**src/rtl/alu_issue_ctrl.sv**
```systemverilog
// Command-side issue/capture controller for the 4-bit ALU: holds operands for two ALU edges, then captures result/flags.
// Optional accumulator-as-operand-A feature enabled by defining ALU_ISSUE_ACC_EN.
module alu_issue_ctrl (
    input  logic       clk,
    input  logic       rst_n,
    input  logic       cmd_valid,
    output logic       cmd_ready,
    input  logic [3:0] cmd_op,
    input  logic [3:0] cmd_a,
    input  logic [3:0] cmd_b,
    input  logic       cmd_acc,
    output logic [3:0] alu_a,
    output logic [3:0] alu_b,
    output logic [3:0] alu_sel,
    input  logic [3:0] alu_out,
    input  logic       alu_carry,
    input  logic       alu_zero,
    input  logic       alu_negative,
    input  logic       alu_overflow,
    output logic       rsp_valid,
    input  logic       rsp_ready,
    output logic [3:0] rsp_result,
    output logic [3:0] rsp_flags,
    output logic       rsp_err
);

    localparam int unsigned DW = 4;
    localparam logic [DW-1:0] OP_DIV = DW'(4'b0011);

    typedef enum logic [2:0] {
        IDLE = 3'd0,
        W1   = 3'd1,
        W2   = 3'd2,
        CAP  = 3'd3,
        RESP = 3'd4
    } state_t;

    state_t        state_q, state_d;
    logic          err_q, err_d;
    logic [DW-1:0] op_a;
    logic [DW-1:0] alu_a_d, alu_b_d, alu_sel_d;
    logic [DW-1:0] rsp_result_d, rsp_flags_d;
    logic          rsp_err_d, rsp_valid_d, cmd_ready_d;

`ifdef ALU_ISSUE_ACC_EN
    logic [DW-1:0] acc_q;

    // Accumulator tracks the most recent captured ALU result
    always_ff @(posedge clk or negedge rst_n) begin
        if (!rst_n)
            acc_q <= '0;
        else if (state_q == CAP)
            acc_q <= alu_out;
    end

    assign op_a = cmd_acc ? acc_q : cmd_a;
`else
    logic unused_cmd_acc;
    assign unused_cmd_acc = cmd_acc;
    assign op_a           = cmd_a;
`endif

    // State register
    always_ff @(posedge clk or negedge rst_n) begin
        if (!rst_n)
            state_q <= IDLE;
        else
            state_q <= state_d;
    end

    // Next-state logic
    always_comb begin
        state_d = state_q;
        case (state_q)
            IDLE:    if (cmd_valid) state_d = W1;
            W1:      state_d = W2;
            W2:      state_d = CAP;
            CAP:     state_d = RESP;
            RESP:    if (rsp_ready) state_d = IDLE;
            default: state_d = IDLE;
        endcase
    end

    // Output/datapath next values; handshake outputs are pre-decoded from the next state
    always_comb begin
        alu_a_d      = alu_a;
        alu_b_d      = alu_b;
        alu_sel_d    = alu_sel;
        err_d        = err_q;
        rsp_result_d = rsp_result;
        rsp_flags_d  = rsp_flags;
        rsp_err_d    = rsp_err;
        cmd_ready_d  = (state_d == IDLE);
        rsp_valid_d  = (state_d == RESP);
        if (state_q == IDLE && cmd_valid) begin
            alu_a_d   = op_a;
            alu_b_d   = cmd_b;
            alu_sel_d = cmd_op;
            err_d     = (cmd_op == OP_DIV) && (cmd_b == '0);
        end
        if (state_q == CAP) begin
            rsp_result_d = alu_out;
            rsp_flags_d  = {alu_carry, alu_zero, alu_negative, alu_overflow};
            rsp_err_d    = err_q;
        end
    end

    // Output registers
    always_ff @(posedge clk or negedge rst_n) begin
        if (!rst_n) begin
            alu_a      <= '0;
            alu_b      <= '0;
            alu_sel    <= '0;
            err_q      <= 1'b0;
            rsp_result <= '0;
            rsp_flags  <= '0;
            rsp_err    <= 1'b0;
            cmd_ready  <= 1'b1;
            rsp_valid  <= 1'b0;
        end else begin
            alu_a      <= alu_a_d;
            alu_b      <= alu_b_d;
            alu_sel    <= alu_sel_d;
            err_q      <= err_d;
            rsp_result <= rsp_result_d;
            rsp_flags  <= rsp_flags_d;
            rsp_err    <= rsp_err_d;
            cmd_ready  <= cmd_ready_d;
            rsp_valid  <= rsp_valid_d;
        end
    end

endmodule

```
**config.mk**
```make
export PLATFORM = sky130hd
export DESIGN_NAME = alu_issue_ctrl
export DESIGN_NICKNAME = d
export VERILOG_FILES = /design/src/rtl/alu_issue_ctrl.sv
export SDC_FILE = /design/constraint.sdc
export NUM_CORES = 1
export LEC_CHECK = 0
export CAP_MARGIN = 25
export CELL_PAD_IN_SITES_DETAIL_PLACEMENT = 1
export CELL_PAD_IN_SITES_GLOBAL_PLACEMENT = 2
export CORE_ASPECT_RATIO = 1.5
export CORE_MARGIN = 10
export CORE_UTILIZATION = 28
export DETAILED_ROUTE_END_ITERATION = 10
export GPL_TIMING_DRIVEN = 0
export HOLD_SLACK_MARGIN = 0.12
export PLACE_DENSITY_LB_ADDON = 0.1
export SLEW_MARGIN = 0
export SYNTH_ARGS = -nofsm -noshare
export SYNTH_HDL_FRONTEND = slang
export SYNTH_SLANG_ARGS = --single-unit
export TNS_END_PERCENT = 30
```
**constraint.sdc**
```tcl
create_clock -name clk -period 2.4 [get_ports clk]
set_input_delay 0.36 -clock clk [delete_from_list [all_inputs] [get_ports clk]]
set_output_delay 0.36 -clock clk [all_outputs]
set_load 0.005 [all_outputs]
```
==> flow_summary.json <==
{
  "synth.avg_cell_area_um2": 16.1,
  "start_kind": "flip-flop",
  "numClockSinks": 27,
  "power_switching_mw": 0.538,
  "worst_slack_ns": 0.760,
  "ys_seq_elements": 27,
  "ctsRootBufferMaster": "clkbuf_8",
  "slowest_delay_ns": 0.52,
  "syn_inst": 64,
  "synth_nets": 89,
  "place_congestion": 0.633,
  "synth_seq_area_share_pct": 65.5,
  "relSlewSlack_pct": 54.5,
  "hold_violations": 0,
  "fin_skew_ns": 0.00434,
  "place_area_um2": 1580,
  "synth_xor_area_share_pct": 0.847,
  "finalMaxSlewViolations": 0,
  "die_area_um2": 6570,
  "rsz0062_at_grt": "no",
  "synth_common_cells": "dfrtp_1, mux2_2, nand2_1",
  "pre_cts_ws_ns": 0.521,
  "dr.first_iter.drc_count": 8,
  "h-tree-depth": 1,
  "crit_chain": "clkdlybuf4s50_1",
  "synth_top_family_by_area": "multiplexers",
  "synth_fa_ha_area_share_pct": 0,
  "grt_max_degree": 17,
  "cp_num_cells": 1,
  "totalNegativeSetupSlack_ns": 0,
  "die_w_um": 69.6,
  "numCtsBuffers": 3,
  "power_frac_clock_pct": 13.3,
  "diodes": 0,
  "vias": 745,
  "p_sw_share_pct": 27.8,
  "p_per_area_nw_per_um2": 1190,
  "synth_area_um2": 1030,
  "wl_per_cell_um": 16.5,
  "drive_gt1_share_pct": 27.0,
  "p_leak_nw": 0.671,
  "hp-class": "in -> async",
  "internal_power_mw": 1.40,
  "yosys.cell_types.count": 14,
  "start_util_pct": 28.6,
  "max_cap_viol_count": 0,
  "overflow": 0,
  "critical_path_class": "reg -> out",
  "clockBufferDepth": 2,
  "clock_latency_ns": 0.27,
  "critPathMaxFanout": 1,
  "cp_data_required_time_ns": 2.04,
  "finalSetupViolCount": 0,
  "synthMuxAreaShare_pct": 24.0,
  "via_per_inst": 4.72,
  "io_pins": 48,
  "fill_cells": 372,
  "drt-pass1-iter-count": 2,
  "cts.repair.resized": 0,
  "critPathLaunch": "cmd_ready",
  "finalCritPeriodShare_pct": 68.3,
  "io_buffers": 46,
  "grt_usage_pct": 7.99,
  "cp-endpoint": "cmd_ready",
  "grt_pass1_vias": 831,
  "reg2regPathDepth": 3,
  "r2r_start": "state_q[1]",
  "arrival_ns": 1.28,
  "synthSimpleGateAreaFrac_pct": 8.11,
  "synth_edf_count": 0,
  "fmax_mhz": 610,
  "fp.dieH_um": 94.4,
  "ys.flop_type": "dfrtp_1",
  "p_seq_share_pct": 41.9,
  "tightestPinTransition_ns": 0.680,
  "path_clk_slew_ns": 0.09,
  "grt_pass1_wl_um": 4240,
  "r2r-end": "alu_a[2]",
  "antenna_found_initial": 0,
  "critical_path.top_delay_family": "flip-flops",
  "core_um2": 3610,
  "async_reset_ff_share_pct": 100,
  "comb_power_share_pct": 44.8,
  "yosysWarnings": 0,
  "placementRows": 27,
  "design_area_um2": 1620,
  "synth_top_area_cell": "dfrtp_1",
  "cts_hold_buffers": 0,
  "post_cts_buffers": 0,
  "yosysTopAreaCellShare_pct": 63.0,
  "cp-end-kind": "output port",
  "yosys-top-cells-area": "dfrtp_1, mux2_2, dfstp_2, nor4b_4, buf_6",
  "finalNetCount": 141,
  "routed_wl_um": 2610,
  "dp_hpwl_um": 2190,
  "regToRegSetupSlack_ns": 0.85,
  "slowest_stage": "dfstp_2",
  "status": "complete, no violations",
  "path_buf_inv": 1,
  "syn2layout_area_growth_pct": 57.1,
  "cts_tree": "built",
  "detail-route-antenna-nets": 0,
  "vdd_drop_max_v": 0.000522,
  "synth_compound_area_share_pct": 0,
  "drc": 0,
  "yosysMostFrequentCell": "dfrtp_1",
  "fin_crit_ns": 1.64
}
==> power groups by stage <==
| stage | logic, mW | registers [mW] | clock network [mW] |
|---|---|---|---|
| after detailed placement | 0.897 | 0.828 | 0 |
| after global routing | 0.947 | 0.840 | 0.294 |
| after global placement | 0.867 | 0.811 | 0 |
| after floorplan | 0.351 | 0.829 | 0 |
| after CTS | 0.902 | 0.819 | 0.273 |
| final | 0.867 | 0.810 | 0.257 |
==> worst min path at each step <==
stage	from	to	slack, ns	depth (start not counted)
final	rst_n	rsp_result[0]	0.50	1
after global routing	rst_n	rsp_flags[3]	0.54	1
after CTS	rst_n	rsp_flags[3]	0.52	1
after detailed placement	rsp_flags[0]	rsp_flags[0]	0.50	1
after global placement	rsp_result[2]	rsp_result[2]	0.49	1
after floorplan	rst_n	alu_a[0]	0.06	0
==> through the flow <==
stage / util (%) / hold WS (ns) / total power [mW] / std cells
final: 44.9 / 0.499 / 1.93 / 158
after CTS: 44.9 / 0.520 / 1.99 / 158
after detailed placement: 43.6 / 0.497 / 1.73 / 154
after global routing: 44.9 / 0.536 / 2.08 / 158
after global placement: 42.8 / 0.485 / 1.68 / 153
after floorplan: - / 0.0644 / 1.18 / 64
==> kinds of logic (layout without fill, tap and decap cells) <==
group | after synthesis | count (layout)
XOR/XNOR | 1 | 1
flip-flops | 27 | 27
buffers and inverters | 2 | 53
multiplexers | 22 | 22
AND/OR/NAND/NOR | 12 | 12
==> sequential cells by signal, summed over array words and instances (netlist names) <==
register    flops
err_q           1
state_q         3
rsp_result      4
cmd_ready       1
alu_a           4
rsp_valid       1
rsp_err         1
alu_b           4
rsp_flags       4
alu_sel         4
==> final cells by class <==
type	count	area (um2)	area share [%]
clock buffer	3	41.3	2.54
multi-input combinational	35	340	21.0
tap	43	53.8	3.31
sequential	27	677	41.7
clock inverter	1	7.51	0.462
timing repair buffer	47	488	30.0
buffer	2	16.3	1.00
==> metal layers <==
layer | share of wire, % | up-vias | track usage, %
met1 | 36 | 380 | 7.55
met4 | 0.96 | 0 | 3.54
met5 | 0 | - | 0
li1 | - | 333 | -
met3 | 10 | 2 | 3.78
met2 | 53 | 30 | 14.4
==> layout by cell type (no fill, tap or decap), drive strengths merged <==
master          n
nor3            2
nor4b           1
dfstp           1
or4b            1
xnor2           1
nor4            1
nand2           3
clkbuf          3
mux2           22
buf             3
clkdlybuf4s50  46
clkinvlp        1
dfrtp          26
or4             1
nand3b          1
nor2            2
Note: power is estimated with default switching activity, not from simulation.
==> variant 1 (same flow settings) <==
The option `ALU_ISSUE_ACC_EN` is turned on by a define.
--- a/src/rtl/alu_issue_ctrl.sv
+++ b/src/rtl/alu_issue_ctrl.sv
@@ -1,5 +1,7 @@
 // Command-side issue/capture controller for the 4-bit ALU: holds operands for two ALU edges, then captures result/flags.
 // Optional accumulator-as-operand-A feature enabled by defining ALU_ISSUE_ACC_EN.
+`define ALU_ISSUE_ACC_EN
+
 module alu_issue_ctrl (
     input  logic       clk,
     input  logic       rst_n,
Check against the original RTL: not equivalent (a bounded check fails within 4 cycles, from zero or initial values and one cycle with rst_n low).
==> variant 1 against the original RTL <==
- power increased by 1.7%
- sequential cell count is the same
- non-clock buffer count is 1 higher
- via count increased by 0.81%
- global-route usage decreased by 0.14 points
- sequential power rose by 1%
- largest power group unchanged
- count of clock-buffer cells in the layout unchanged
- worst setup slack worse by 0.076 ns
- highest routed layer unchanged
- routed wire length grew 4.3%
- final area rose by 2.5%
- clock skew rose by 0.0014 ns
- synthesized area is 4.0% higher
- critical path type is now input pin to register
==> variant 1: results (changes against the original RTL) <==
| Parameter | Value | Unit | Change |
|---|---|---|---|
| Share of total power consumed by net switching | 29.0 | % | +1.2 points |
| DR vias | 751 | - | +0.81% |
| Final HPWL DP | 2220 | µm | +1.1% |
| Global-route wire length before repair | 4350 | µm | +2.6% |
| Fraction of area in registers | 40.6 | % | -1.0 points |
| Wire length per cell after detailed routing | 16.3 | µm | -1.3% |
| Largest driver fanout on the critical path | 10 | - | +9 |
| Combined area of the multi-input logic cells | 378 | µm² | +11% |
| Via count of the first global-routing pass | 859 | - | +3.4% |
| Launch point of the worst path | cmd_valid | - |  |
| Total routing resource utilization after global routing | 7.85 | % | -0.14 points |
| Worst Path Arrival | 1.88 | ns | +0.60 ns |
| Largest vdd supply drop | 559 | µV | +7.1% |
| Actual slew at the worst max-slew pin | 0.624 | ns | -0.0560 ns |
| Top post-synthesis cells by area | sky130_fd_sc_hd__dfrtp_1 61%, sky130_fd_sc_hd__mux2_2 17%, sky130_fd_sc_hd__mux2i_1 3.7% | - |  |
| FILL cells | 390 | - | +4.8% |
| Crit Reg-Reg Endpoint | alu_b[2]$_DFFE_PN0P_ | - |  |
| Final Skew | 0.00579 | ns | +0.00145 ns |
| Post-synthesis net count | 98 | - | +10% |
| Per-instance average area after synthesis | 14.7 | µm² | -8.8% |
| Nets | 150 | - | +6.4% |
| Worst reg2reg setup slack | 0.70 | ns | -0.15 ns |
| Status | finished clean | - |  |
| Crit Path Category | input pin to register | - |  |
| Pwr/cell area | 1180 | nW/µm² | -0.79% |
| Post-synthesis cell type count | 18 | - | +4 |
| Number of multi-input combinational cells | 43 | - | +23% |
| Signal buf overhead | 30.5 | % | -0.54 points |
| Slowest stage cell, crit path | sky130_fd_sc_hd__nor4b_4 | - |  |
| RD Place Congestion | 0.702 | - | +11% |
| Proportion of layout cells with a drive suffix above 1 | 22.6 | % | -4.4 points |
| Post-placement cell area | 1620 | µm² | +2.6% |
| Sequential cell area fraction in the yosys report | 63.0 | % | -2.5 points |
| Kind of cell adding the most delay to the critical path | buffers and inverters | - |  |
## variant 1: changes by cell type after synthesis, sizes merged
cell	change
mux2	-4
nor2	+4
mux2i	+4
a21oi	+4
buf	+1
## variant 1: logic make-up after synthesis
logic type             share of synthesized area (%)
AO/OA/AOI/OAI                                   1.86
multiplexers                                    23.3
flip-flops                                      63.0
AND/OR/NAND/NOR                                 9.20
buffers and inverters                           1.86
XOR/XNOR                                       0.815
## variant 1: through the flow
stage / cells / setup WS [ns] / utilization, % / hold slack [ns]
global route: 167 / 0.596 / 45.2 / 0.500
detailed placement: 163 / 0.349 / 43.9 / 0.497
CTS: 167 / 0.657 / 45.2 / 0.492
floorplan: 73 / 0.872 / - / 0.0644
finish: 167 / 0.684 / 45.2 / 0.466
global placement: 162 / 0.382 / 43.2 / 0.488
## variant 1: layer usage
layer	routed length, µm	track usage [%]	up-vias
li1	-	-	357
met1	1100	8.80	371
met2	1460	13.9	21
met3	139	2.16	2
met4	22	2.91	0
met5	0	0	-
==> variant 2 (same flow settings) <==
Made on the original files. Put one more register stage on the output `rsp_err`, cleared by the reset. The value now appears one clock later. The other outputs are not delayed to match.
--- a/src/rtl/alu_issue_ctrl.sv
+++ b/src/rtl/alu_issue_ctrl.sv
@@ -34,6 +34,8 @@
         CAP  = 3'd3,
         RESP = 3'd4
     } state_t;
+
+    logic rsp_err_s0;
 
     state_t        state_q, state_d;
     logic          err_q, err_d;
@@ -89,7 +91,7 @@
         err_d        = err_q;
         rsp_result_d = rsp_result;
         rsp_flags_d  = rsp_flags;
-        rsp_err_d    = rsp_err;
+        rsp_err_d    = rsp_err_s0;
         cmd_ready_d  = (state_d == IDLE);
         rsp_valid_d  = (state_d == RESP);
         if (state_q == IDLE && cmd_valid) begin
@@ -114,7 +116,7 @@
             err_q      <= 1'b0;
             rsp_result <= '0;
             rsp_flags  <= '0;
-            rsp_err    <= 1'b0;
+            rsp_err_s0 <= 1'b0;
             cmd_ready  <= 1'b1;
             rsp_valid  <= 1'b0;
         end else begin
@@ -124,11 +126,19 @@
             err_q      <= err_d;
             rsp_result <= rsp_result_d;
             rsp_flags  <= rsp_flags_d;
-            rsp_err    <= rsp_err_d;
+            rsp_err_s0 <= rsp_err_d;
             cmd_ready  <= cmd_ready_d;
             rsp_valid  <= rsp_valid_d;
         end
     end
 
+    always_ff @(posedge clk or negedge rst_n) begin
+        if (!rst_n) begin
+            rsp_err <= '0;
+        end else begin
+            rsp_err <= rsp_err_s0;
+        end
+    end
+
 endmodule
 
Check against the original RTL: not equivalent (Yosys sat finds a counterexample within 10 cycles, from zero or initial values and one cycle with rst_n low).
==> variant 2 against the original RTL <==
- sequential cell count increased by 1
- power increased by 0.81%
- final area increased by 1.3%
- routed wire length decreased by 0.80%
- global-route usage about the same
- synthesized area increased by 2.4%
- worst setup slack got worse by 0.0069 ns
- cell count increased by 0.63%
==> variant 2: results (changes against the original RTL) <==
| Parameter | Value | Unit | Change |
|---|---|---|---|
| Xor and xnor fraction of the mapped netlist area | 0.827 | % | -0.020 points |
| Largest net degree at the start of global routing | 19 | - | +2 |
| Status | finished clean | - |  |
| Post-Route WL | 2590 | µm | -0.80% |
| PortBufs | 46 | - | unchanged |
| Synth Warn # | 0 | - | unchanged |
| Global-route wire length before repair | 4350 | µm | +2.6% |
| Total routing resource utilization after global routing | 8.01 | % | +0.016 points |
| Largest vdd supply drop | 483 | µV | -7.6% |
| Final Skew | 0.00119 | ns | -0.00315 ns |
| Maximum buffer depth of the clock tree | 2 | - | unchanged |
| Via count of the first global-routing pass | 839 | - | +0.96% |
| Sequential cell area fraction in the yosys report | 66.3 | % | +0.82 points |
| Number of diodes added for antenna fixing | 0 | - | unchanged |
| Worst-skew pair later-pin latency | 0.27 | ns | about the same |
| Wire length per cell after detailed routing | 16.3 | µm | -1.4% |
| Clk. pwr | 0.000258 | W | about the same |
| # placed instances | 155 | - | +0.65% |
| Detailed Route Iter0 Violations | 7 | - | -1 |
| Actual slew at the worst max-slew pin | 0.615 | ns | -0.0649 ns |
| Top post-synthesis cells by area | sky130_fd_sc_hd__dfrtp_1 64%, sky130_fd_sc_hd__mux2_2 23%, sky130_fd_sc_hd__dfstp_2 2.5% | - |  |
| Post-placement cell area | 1600 | µm² | +1.6% |
| DR vias | 723 | - | -3.0% |
| Comb power | 0.000864 | W | about the same |
| Power dissipated by switching net loads | 0.000535 | W | -0.57% |
| Nets | 142 | - | +0.71% |
| FILL cells | 392 | - | +5.4% |
| Hold Path Class | register to register | - |  |
| Share of cell area taken by muxes after synthesis | 23.4 | % | -0.57 points |
| Final HPWL DP | 2110 | µm | -3.7% |
| Kind of cell adding the most delay to the critical path | flip-flops | - |  |
| RD Place Congestion | 0.627 | - | -0.92% |
| Proportion of layout cells with a drive suffix above 1 | 25.9 | % | -1.1 points |
| Total CTS buffers | 3 | - | unchanged |
| Clock transition at the registers of the reported paths | 0.09 | ns | about the same |
| Post-synthesis net count | 90 | - | +1.1% |
| Per-instance average area after synthesis | 16.3 | µm² | +0.85% |
| Static leakage power | 0.686 | nW | +2.2% |
| Most used standard cells in the synthesized netlist | 27 x sky130_fd_sc_hd__dfrtp_1, 22 x sky130_fd_sc_hd__mux2_2, 3 x sky130_fd_sc_hd__nand2_1, 2 x sky130_fd_sc_hd__nor2_1, 2 x sky130_fd_sc_hd__nor3_1 | - |  |
-- variant 2: cell count changes in the layout (fill, tap and decap cells not counted) --
| cell | change |
|---|---|
| sky130_fd_sc_hd__dfrtp_1 | +1 |
| sky130_fd_sc_hd__clkbuf_1 | +1 |
| sky130_fd_sc_hd__clkinvlp_4 | -1 |
-- variant 2: stage by stage --
stage / util [%] / setup WS (ns) / total power, W
CTS: 45.1 / 0.730 / 0.00201
global placement: 43.1 / 0.487 / 0.00170
global route: 45.1 / 0.700 / 0.00211
detailed placement: 43.9 / 0.510 / 0.00174
finish: 45.1 / 0.753 / 0.00195
floorplan: - / 0.969 / 0.00120
-- variant 2: path summary, 6_finish.rpt --
kind                                         from  slack, ns                endpoint  depth (start not counted)
max                           cmd_ready$_DFF_PN1_       0.75               cmd_ready                          1
min                        rsp_err_s0$_DFFE_PN0N_       0.38       rsp_err$_DFF_PN0_                          0
max reg2reg                  state_q[1]$_DFF_PN0_       0.83  alu_sel[3]$_DFFE_PN0P_                          3
min reg2reg                rsp_err_s0$_DFFE_PN0N_       0.38       rsp_err$_DFF_PN0_                          0
max in group asynchronous                   rst_n       1.43    alu_b[0]$_DFFE_PN0P_                          2
min in group asynchronous                   rst_n       0.47    state_q[0]$_DFF_PN0_                          1
-- variant 2: area by class of cell --
type | instances | area (µm²) | share of cell area (%)
well taps | 43 | 53.8 | 3.27
plain buffers | 2 | 16.3 | 0.989
repair buffers | 47 | 488 | 29.7
clock buffers | 4 | 45.0 | 2.74
multi-input cells | 35 | 340 | 20.7
flip-flops and latches | 28 | 702 | 42.7
-- variant 2: per-layer routing --
metal  GRT usage (%)  routed length (µm)  vias up
li1                -                   -      331
met1            8.67                 965      357
met2            13.5                1350       31
met3            3.95                 254        4
met4            2.48                  26        0
met5               0                   0        -
